$ cat src/rtl/dsp_mac_sequencer.sv
// Dot-product scheduler for one DSP48A1 slice: streams A/B pairs, sequences OPMODE, captures P.
// Optional subtract-per-beat support is enabled with `define DSP_SEQ_SUB_EN.
module dsp_mac_sequencer #(
  parameter int LEN_W   = 8,
  parameter int TAG_DLY = 1,
  parameter int P_LAT   = 3
) (
  input  logic             CLK,
  input  logic             RST_N,
  input  logic             start,
  input  logic [LEN_W-1:0] len,
  output logic             busy,
  input  logic             in_valid,
  output logic             in_ready,
  input  logic [17:0]      in_a,
  input  logic [17:0]      in_b,
`ifdef DSP_SEQ_SUB_EN
  input  logic             in_sub,
`endif
  output logic [17:0]      dsp_a,
  output logic [17:0]      dsp_b,
  output logic [7:0]       dsp_opmode,
  input  logic [47:0]      dsp_p,
  output logic             res_valid,
  input  logic             res_ready,
  output logic [47:0]      res_p
);

  typedef enum logic [1:0] {IDLE, STREAM, DRAIN, HOLD} state_t;

  typedef struct packed {
    logic vld;
    logic first;
    logic sub;
  } tag_t;

  state_t                 state;
  logic [LEN_W-1:0]       cnt;
  logic                   first_q;
  tag_t [TAG_DLY-1:0]     tag_q;
  tag_t                   tag_o;
  logic                   beat;
  logic                   beat_sub;

  assign beat = in_valid & in_ready;

`ifdef DSP_SEQ_SUB_EN
  assign beat_sub = in_sub;
`else
  assign beat_sub = 1'b0;
`endif

  // Operands go straight into the slice's A1/B1 registers; zero outside STREAM.
  assign dsp_a = in_ready ? in_a : '0;
  assign dsp_b = in_ready ? in_b : '0;

  // The tag leaving the delay line lines up with its product in the M register.
  assign tag_o = tag_q[TAG_DLY-1];
  always_comb begin
    dsp_opmode      = 8'h00;
    dsp_opmode[1:0] = tag_o.vld ? 2'b01 : 2'b00;
    dsp_opmode[3:2] = (tag_o.vld & tag_o.first) ? 2'b00 : 2'b10;
    dsp_opmode[7]   = tag_o.vld & tag_o.sub;
  end

  always_ff @(posedge CLK or negedge RST_N) begin
    if (!RST_N) begin
      state     <= IDLE;
      cnt       <= '0;
      first_q   <= 1'b0;
      tag_q     <= '0;
      busy      <= 1'b0;
      in_ready  <= 1'b0;
      res_valid <= 1'b0;
      res_p     <= '0;
    end else begin
      tag_q[0] <= tag_t'{vld: beat, first: beat & first_q, sub: beat & beat_sub};
      for (int i = 1; i < TAG_DLY; i++) tag_q[i] <= tag_q[i-1];

      case (state)
        IDLE: begin
          if (start && len != '0) begin
            cnt      <= len;
            first_q  <= 1'b1;
            busy     <= 1'b1;
            in_ready <= 1'b1;
            state    <= STREAM;
          end
        end
        STREAM: begin
          if (beat) begin
            first_q <= 1'b0;
            if (cnt == LEN_W'(1)) begin
              // Counter is reused to time the slice pipeline after the last beat.
              cnt      <= LEN_W'(P_LAT - 1);
              in_ready <= 1'b0;
              state    <= DRAIN;
            end else begin
              cnt <= cnt - LEN_W'(1);
            end
          end
        end
        DRAIN: begin
          if (cnt == '0) begin
            res_p     <= dsp_p;
            res_valid <= 1'b1;
            state     <= HOLD;
          end else begin
            cnt <= cnt - LEN_W'(1);
          end
        end
        HOLD: begin
          if (res_ready) begin
            res_valid <= 1'b0;
            busy      <= 1'b0;
            state     <= IDLE;
          end
        end
        default: state <= IDLE;
      endcase
    end
  end

endmodule
$ cat config.mk
export PLATFORM = sky130hd
export DESIGN_NAME = dsp_mac_sequencer
export DESIGN_NICKNAME = d
export VERILOG_FILES = /design/src/rtl/dsp_mac_sequencer.sv
export SDC_FILE = /design/constraint.sdc
export NUM_CORES = 1
export LEC_CHECK = 0
export ABC_AREA = 1
export CAP_MARGIN = 20
export CORE_MARGIN = 4
export CORE_UTILIZATION = 40
export CTS_CLUSTER_SIZE = 10
export DETAILED_ROUTE_END_ITERATION = 12
export GPL_TIMING_DRIVEN = 1
export PLACE_DENSITY = 0.87
export REMOVE_ABC_BUFFERS = 1
export SLEW_MARGIN = 5
export SYNTH_ARGS = -nofsm -noshare
export SYNTH_HDL_FRONTEND = slang
export SYNTH_SLANG_ARGS = --single-unit
$ cat constraint.sdc
create_clock -name CLK -period 3.2 [get_ports CLK]
set_input_delay 0.48 -clock CLK [delete_from_list [all_inputs] [get_ports CLK]]
set_output_delay 0.48 -clock CLK [all_outputs]
set_load 0.01 [all_outputs]
==> impl_metrics.ini <==
[logic_synthesis]
netlist_area_mm2 = 0.00322
synth_compound_area_share_pct = 1.55
avgSynthCellArea_um2 = 9.40
synth-seq-cells = 64
synthXorXnorAreaFrac_pct = 1.09
synth_fa_ha_area_share_pct = 2.33
yosysUniqueCellTypes = 25
yosys_warnings = 0
ys_seq_area_share_pct = 49.7
muxShareOfSynthArea_pct = 17.8
synth_cells = 343
yosys.area_share.simple_pct = 18.0
synth_top_family_by_area = simple AND/OR/NAND/NOR gates

[sta]
final.setup_skew_ns = 0.0135
clock.fmax_mhz = 422
tightest_slew_ns = 0.681
rsz0062_at_grt = no
slew_viol_final = 0
timing.final.hold_violations = 0
fin_crit_ns = 2.37
setup_viol = 0
period_share_pct = 74.1
maxSlewHeadroom_pct = 54.6
finalSetupTns_ns = 0

[cts]
numCtsBuffers = 9
holdBufCountCts = 0
clk_root_buffer_cell = clkbuf_8
cts_setup_buffers = 0
h-tree-depth = 3
cts.sinks = 64
cts_resized = 0
cts_tree = done
clock_latency_ns = 0.34
clk_path_buf_depth = 2
clkTransAtPathRegs_ns = 0.07

[floorplanning]
die-width_um = 97.8
num_io_pins = 192
start_util_pct = 41.5
core_area_mm2 = 0.00777
num_rows = 32
fp.dieArea_mm2 = 0.00956
die_h_um = 97.8

[drt]
wirelength_mm = 9.57
wl_per_cell_um = 14.9
drc = 0
route.vias.total = 2982
detail_route.first_pass.iterations = 4
drt_iter0_markers = 92
via_per_inst = 4.66
drtAntennaViolNets = 0

[setup_path]
rrSetupSlack_ns = 1.10
critPathSlowestCell = clkdlybuf4s50_1
cp_cell_sequence = buf_4, nand2_1, inv_1, clkdlybuf4s50_1
worst_setup_path_end_kind = primary output
cp-start-kind = register
crit_type = reg -> out
crit_fanout = 30
arrival_ns = 1.89
max_stage_delay_ns = 0.55
cp_data_required_time_ns = 2.72

[flow_run]
drv_cap = 0

[final_layout]
fillCellCount = 584
diodes = 0
fin_nets = 636
final_util_pct = 68.9
syn_to_final_growth_pct = 66.0
drive_above_1_share_pct = 14.1

[global_route]
grt_pass1_wl_mm = 15.3
grt_pass1_vias = 3079
grt_max_degree = 50
overflow = 0
grt.total_usage_pct = 20.0
grt_antenna_before_repair = 0

[pwr]
ir_worst_vdd_v = 0.000440
p_per_area_mw_per_mm2 = 896
p_leak_uw = 0.00262

[place]
dp_hpwl_mm = 7.70
portBuffers = 185
place.gp.congestion = 0.927

[worst_hold_path]
hold_path.class = reg -> reg

[outcome]
status = finished, final reports clean
==> worst max-delay path: cells and delay by family, from the launching register on <==
family	cells	cell delay [ns]
flops	1	0.51
buf+inv	3	0.95
simple gates	1	0.08
==> cell type report <==
class / count / area [um2] / area share, %
clock buffer: 10 / 138 / 2.57
tap: 102 / 128 / 2.38
clock inverter: 6 / 45.0 / 0.842
sequential: 64 / 1600 / 29.9
timing repair buffer: 191 / 1910 / 35.6
multi-input combinational: 215 / 1340 / 25.0
inverter: 52 / 195 / 3.65
==> through the flow <==
step                      hold slack (ns)  power [uW]  cells  setup slack [ns]  instance area, um2
after global routing                0.525        5150    640             0.692                5350
after CTS                           0.324        4840    638             0.779                5320
after detailed placement            0.486        4190    622             0.887                5140
after floorplan                     0.184        2790    331             0.898                3130
after global placement              0.475        4090    622             0.986                5140
final                               0.495        4800    640             0.830                5350
==> cell families after synthesis <==
| kind of cell | Yosys count |
|---|---|
| and+or+nand+nor | 141 |
| buffers and inverters | 69 |
| DFF | 64 |
| muxes | 48 |
| AOI/OAI and AO/OA | 10 |
| adders and majority gates | 6 |
| xor gates and xnor gates | 4 |
| other | 1 |
==> cell usage in the layout (no fill, tap or decap), types with 3 or more instances in the layout <==
cell	synthesis	routed
clkdlybuf4s50_1	0	184
nand2_1	100	100
dfrtp_1	64	64
inv_1	52	52
mux2_2	39	39
nor2_1	19	19
nand3_1	11	11
clkbuf_8	0	10
mux2_4	9	9
o21ai_0	8	8
ha_1	6	6
conb_1	1	6
buf_4	7	4
nand4_1	3	3
xnor2_1	3	3
clkinvlp_4	0	3
==> report_power, final <==
| group | total (uW) | internal (uW) | switching (uW) |
|---|---|---|---|
| Sequential | 1470 | 1210 | 254 |
| Clock | 624 | 303 | 322 |
| Combinational | 2700 | 1460 | 1240 |
==> metal layers <==
| metal | global-route usage [%] | wire, um | vias to the layer above |
|---|---|---|---|
| met4 | 9.37 | 335 | 0 |
| li1 | - | - | 1430 |
| met1 | 21.0 | 3480 | 1381 |
| met5 | 0 | 0 | - |
| met3 | 4.93 | 715 | 26 |
| met2 | 37.4 | 5040 | 145 |
==> synthesized netlist by cell type <==
cell	count	area share, %
ha_1	6	2.3
nand3_1	11	1.7
nand4_1	3	0.58
conb_1	1	0.12
inv_1	52	6.1
buf_2	3	0.47
nor2_4	2	0.70
nor2_2	2	0.39
nor2_1	19	2.2
nand3b_1	1	0.23
nand2_1	100	12
buf_6	2	0.70
mux2_4	9	4.2
o21ai_0	8	1.2
nor3_1	1	0.16
buf_4	7	1.6
buf_1	2	0.23
clkbuf_1	3	0.35
o21ai_1	1	0.16
xor2_1	1	0.27
dfrtp_1	64	50
a21oi_1	1	0.16
nand2_2	2	0.39
xnor2_1	3	0.82
mux2_2	39	14
==> sequential cells by signal, indices dropped and copies added (netlist names) <==
name,cells
busy,1
first_q,1
res_p,48
cnt,8
state,2
in_ready,1
res_valid,1
tag_o,2
==> path summary, 6_finish.rpt <==
| path | start | to | cells after the start |
|---|---|---|---|
| max in group asynchronous | RST_N | res_p[29] | 4 |
| worst max register to register | cnt[0] | res_p[2] | 7 |
| min in group asynchronous | RST_N | res_p[27] | 2 |
| worst min register to register | first_q | tag_o[1] | 2 |
| worst min-delay path | first_q | tag_o[1] | 2 |
| worst max-delay path | in_ready | dsp_b[10] | 4 |
(Power assumes the default switching activity.)
